`config.mk`:
```
export PLATFORM = sky130hd
export DESIGN_NAME = mem_arbiter
export DESIGN_NICKNAME = d
export VERILOG_FILES = /design/src/rtl/riscv_mem_pkg.sv /design/src/rtl/mem_arbiter.sv
export SDC_FILE = /design/constraint.sdc
export NUM_CORES = 1
export LEC_CHECK = 0
export ABC_CLOCK_PERIOD_IN_PS = 6600
export CORE_ASPECT_RATIO = 0.6
export CORE_MARGIN = 3
export CORE_UTILIZATION = 42
export DETAILED_ROUTE_END_ITERATION = 8
export PLACE_DENSITY = 0.93
export SLEW_MARGIN = 40
export SYNTH_ARGS = -nofsm -noshare
export SYNTH_HDL_FRONTEND = slang
export SYNTH_SLANG_ARGS = --single-unit
```
`constraint.sdc`:
```
create_clock -name clk -period 6.6 [get_ports clk]
set_input_delay 1.32 -clock clk [delete_from_list [all_inputs] [get_ports clk]]
set_output_delay 1.32 -clock clk [all_outputs]
set_load 0.005 [all_outputs]
```
`src/rtl/riscv_mem_pkg.sv`:
```
// Shared types for the instruction/data memory arbiter: FSM states, requester ids
// and the address legality check used at request acceptance.
package riscv_mem_pkg;

    typedef enum logic [1:0] {
        IDLE   = 2'd0,
        ACCESS = 2'd1,
        RESP   = 2'd2
    } state_t;

    typedef enum logic {
        REQ_IF = 1'b0,
        REQ_D  = 1'b1
    } req_id_t;

    // Misaligned, or any bit set above the word index of a 2**aw-word memory.
    function automatic logic addr_err(input logic [31:0] a, input int unsigned aw);
        return (a[1:0] != 2'b00) || ((a >> (aw + 2)) != 32'd0);
    endfunction

endpackage

```
`src/rtl/mem_arbiter.sv`:
```
// Arbitrates fetch and load/store ports onto one single-port memory; fixed latency accept N, access N+1, response N+2.
// Backpressure: one ready at a time, only in IDLE/RESP; data wins unless fetch has waited STARVE_MAX data grants.
module mem_arbiter
    import riscv_mem_pkg::*;
#(
    parameter int ADDR_W     = 8,
    parameter int STARVE_MAX = 2
) (
    input  logic        clk,
    input  logic        reset,

    input  logic        if_req_valid,
    input  logic [31:0] if_req_addr,
    output logic        if_req_ready,
    output logic        if_rsp_valid,
    output logic [31:0] if_rsp_data,
    output logic        if_rsp_err,

    input  logic        d_req_valid,
    input  logic        d_req_we,
    input  logic [31:0] d_req_addr,
    input  logic [31:0] d_req_wdata,
    output logic        d_req_ready,
    output logic        d_rsp_valid,
    output logic [31:0] d_rsp_data,
    output logic        d_rsp_err,

    output logic [31:0] mem_addr,
    output logic [31:0] mem_wdata,
    output logic        mem_we,
    input  logic [31:0] mem_rdata
);

    localparam int CNT_W = (STARVE_MAX < 1) ? 1 : $clog2(STARVE_MAX + 1);
    localparam logic [CNT_W-1:0] STARVE_LIM = CNT_W'(STARVE_MAX);

    state_t           state;
    logic [CNT_W-1:0] starve_cnt;
    req_id_t          lat_id;
    logic             lat_we;
    logic             lat_err;

    logic             can_accept;
    logic             fetch_prio;
    logic             d_acc;
    logic             if_acc;
    logic [31:0]      sel_addr;
    logic             sel_we;
    logic [31:0]      sel_wdata;
    logic             sel_err;
    logic [31:0]      rsp_value;

    always_comb begin
        can_accept   = (state == IDLE) || (state == RESP);
        fetch_prio   = if_req_valid && (starve_cnt == STARVE_LIM);
        d_req_ready  = can_accept && d_req_valid && !fetch_prio;
        if_req_ready = can_accept && if_req_valid && !d_req_ready;
        d_acc        = d_req_valid && d_req_ready;
        if_acc       = if_req_valid && if_req_ready;
        sel_addr     = d_acc ? d_req_addr : if_req_addr;
        sel_we       = d_acc && d_req_we;
        sel_wdata    = d_acc ? d_req_wdata : 32'd0;
        sel_err      = addr_err(sel_addr, ADDR_W);
        // Errored accesses and stores both return zero data.
        rsp_value    = (lat_err || lat_we) ? 32'd0 : mem_rdata;
    end

    always_ff @(posedge clk or posedge reset) begin
        if (reset) begin
            state        <= IDLE;
            starve_cnt   <= '0;
            lat_id       <= REQ_IF;
            lat_we       <= 1'b0;
            lat_err      <= 1'b0;
            mem_addr     <= 32'd0;
            mem_wdata    <= 32'd0;
            mem_we       <= 1'b0;
            if_rsp_valid <= 1'b0;
            if_rsp_data  <= 32'd0;
            if_rsp_err   <= 1'b0;
            d_rsp_valid  <= 1'b0;
            d_rsp_data   <= 32'd0;
            d_rsp_err    <= 1'b0;
        end else begin
            if_rsp_valid <= 1'b0;
            d_rsp_valid  <= 1'b0;
            mem_we       <= 1'b0;

            case (state)
                IDLE, RESP: begin
                    if (d_acc || if_acc) begin
                        lat_id    <= d_acc ? REQ_D : REQ_IF;
                        lat_we    <= sel_we;
                        lat_err   <= sel_err;
                        mem_addr  <= {{(32-ADDR_W){1'b0}}, sel_addr[ADDR_W+1:2]};
                        mem_wdata <= sel_wdata;
                        mem_we    <= sel_we && !sel_err;
                        state     <= ACCESS;
                    end else begin
                        state     <= IDLE;
                    end
                end
                ACCESS: begin
                    state <= RESP;
                    if (lat_id == REQ_D) begin
                        d_rsp_valid  <= 1'b1;
                        d_rsp_data   <= rsp_value;
                        d_rsp_err    <= lat_err;
                    end else begin
                        if_rsp_valid <= 1'b1;
                        if_rsp_data  <= rsp_value;
                        if_rsp_err   <= lat_err;
                    end
                end
                default: state <= IDLE;
            endcase

            // Count data grants that overtook a waiting fetch.
            if (if_acc) begin
                starve_cnt <= '0;
            end else if (d_acc && if_req_valid && (starve_cnt != STARVE_LIM)) begin
                starve_cnt <= starve_cnt + 1'b1;
            end
        end
    end

endmodule

```
==> results.toml <==
[outcome]
run_status = "completed"

[placement]
hpwlAfterDp_um = 10400
routabilityCongestion = 0.825
dp_cells = 853
port_buffers = 243

[yosys]
yosys.area.top_type = "dfrtp_1"
synth_edf_count = 0
yosys_warnings = 0
synthTopCellsByArea = "dfrtp_1 61%, nand2_1 14%, o21ai_0 9.8%"
synth_area_mm2 = 0.00477
seq_area_frac_synth = 0.609
synth_seq_cells = 116
postSynthCellCount = 500
yosys-top-cells-count = "175 x nand2_1, 116 x dfrtp_1, 93 x o21ai_0"
synth_cell_types = 23
synth.avg_cell_area_um2 = 9.53
synth.most_common_cell = "nand2_1"
synthArstFlopShare = 1.00
synthFlopType = "dfrtp_1"
netlist.area_leader.share = 0.609

[finish]
drive_gt1_frac = 0.0536
fin_cells = 885
insertedDiodeCount = 0
final_nets = 867
syn_to_final_growth_pct = 64.2
num-fill-cells = 761

[global_routing]
grt_pass1_wl_um = 22300
first_global_vias = 4409
antenna_found_initial = 0
grt_max_degree = 84
overflow = 0
grtUsageTotal = 0.225

[die]
start_util = 0.441
die_area_mm2 = 0.0127
row_count = 29
coreArea_mm2 = 0.0108
chipWidth_um = 144
die_h_um = 88.5
io_pins = 268

[sta]
finalSetupTns_ns = 0
slew_viol_final = 0
skew_ns = 0.00953
rsz0062_at_grt = "no"
clock.fmax_ghz = 0.229
finalHoldViolCount = 0
slew_headroom = 0.546
period_minus_slack_ns = 4.37
final-setup-viol-count = 0
timing.final.crit_share = 0.662
max_slew.worst_pin.slew_ns = 0.681

[clocking]
cts_buffers = 17
clk_path_buf_depth = 2
cts.clk_slew.worst_paths_ns = 0.05
postCtsSetupBuffers = 0
clkSinkCount = 116
cts_hold_buf = 0
cts_resized = 0
cts_tree = "yes"
h-tree-depth = 4
clock_insertion_delay_worst_skew_ns = 0.39
root_buffer = "clkbuf_16"

[worst_setup_path]
worstPathMaxFanout = 46
slowest_delay_ns = 0.60
cp_common_cell = "clkdlybuf4s50_1"
arrival_ns = 3.05
worstSetupStartpointType = "input port"
crit_path_end_kind = "output pin"
crit_slowest_cell = "clkdlybuf4s50_1"
worstSetupPathType = "in -> out"
r2r_cells = 6
cp_cell_sequence = "clkdlybuf4s50_1, nand2b_4, nor2_1, clkdlybuf4s50_1"
worstPathRequired_ns = 5.28

[power_and_ir_drop]
ir_worst_vdd_mv = 0.199
leakagePower_uw = 0.00333
p_per_area_mw_per_mm2 = 274

[worst_hold_path]
min_path_type = "reg -> reg"
hold_depth = 2

[route]
drc = 0
vias = 4324
routed_wl_um = 14300
postRouteAntennaNets = 0
routedWlPerCell_um = 16.1
vias_per_cell = 4.89
drt-initial-drc-count = 245
drtPass1Iterations = 4

[job]
drv_cap = 0
[registers in the layout, indices dropped and copies added, names as in the netlist, 2 cells and up]
| register | cells |
|---|---|
| mem_wdata | 32 |
| mem_addr | 8 |
| state | 2 |
| starve_cnt | 2 |
| d_rsp_data | 32 |
| if_rsp_data | 32 |
[layout make-up]
type	instances	area, um2	area share
tap	139	174	0.0222
clock inverter	12	201	0.0257
clock buffer	20	457	0.0584
timing repair buffer	246	2460	0.314
inverter	5	21.3	0.00272
sequential	116	2900	0.371
multi-input combinational	347	1610	0.206
[cell families after synthesis]
| logic type | Yosys count | share of synthesized area |
|---|---|---|
| mux | 10 | 0.0215 |
| flops | 116 | 0.609 |
| fa+ha+maj | 1 | 0.00262 |
| simple gates | 202 | 0.170 |
| compound gates | 110 | 0.118 |
| buf+inv | 60 | 0.0782 |
| other cells | 1 | 0.000787 |
[worst paths after layout]
check	to	slack, ns	startpoint
setup reg to reg	mem_we$_DFF_PP0_	4.58	starve_cnt[0]$_DFFE_PP0P_
min in group asynchronous	mem_wdata[7]$_DFFE_PP0P_	1.37	reset
hold reg to reg	d_rsp_data[29]$_DFFE_PP0P_	0.49	d_rsp_data[29]$_DFFE_PP0P_
setup / recovery	if_req_ready	2.23	if_req_valid
hold / removal	d_rsp_data[29]$_DFFE_PP0P_	0.49	d_rsp_data[29]$_DFFE_PP0P_
max in group asynchronous	if_rsp_data[2]$_DFFE_PP0P_	4.20	reset
[critical path: cells and delay by family]
kind,cells,cell delay [ns]
buffers and inverters,2,1.13
AND/OR/NAND/NOR,2,0.58
[cells in the final DEF, fill, tap and decap left out, drive strengths merged]
| master | n |
|---|---|
| and2b | 1 |
| clkbuf | 20 |
| clkdlybuf4s50 | 243 |
| clkinv | 4 |
| nand4 | 2 |
| o21ai | 107 |
| buf | 3 |
| mux2i | 8 |
| or3 | 1 |
| a21o | 1 |
| inv | 6 |
| clkinvlp | 2 |
| nor4 | 13 |
| ha | 1 |
| nand2 | 175 |
| dfrtp | 116 |
| bufinv | 5 |
| nor3 | 1 |
| mux2 | 2 |
| nor2 | 7 |
| nand2b | 2 |
| conb | 24 |
| a211oi | 2 |
[metal layers]
layer | track usage | up-vias | wire [um]
met1 | 0.275 | 2058 | 5850
met4 | 0.0692 | 0 | 218
met5 | 0 | - | 0
li1 | - | 2060 | -
met3 | 0.0756 | 21 | 1030
met2 | 0.385 | 185 | 7190
[power breakdown]
| part | switching, uW | leakage, uW | internal (uW) | total (uW) |
|---|---|---|---|---|
| Clock | 317 | 0.000317 | 691 | 1010 |
| Combinational | 149 | 0.00147 | 186 | 335 |
| Sequential | 34.2 | 0.00155 | 768 | 802 |
[through the flow]
step / setup WS, ns / instance area, um2 / power [uW] / util / hold slack (ns)
3_3_place_gp: 2.07 / 7150 / 1130 / 0.661 / 0.462
3_5_place_dp: 2.27 / 7160 / 1150 / 0.662 / 0.470
5_1_grt: 2.18 / 7820 / 2240 / 0.724 / 0.502
2_1_floorplan: 2.21 / 4850 / 946 / - / 0.454
4_1_cts: 2.26 / 7820 / 2170 / 0.723 / 0.483
6_report: 2.23 / 7820 / 2150 / 0.724 / 0.485
Note: power is estimated with default switching activity, not from simulation.
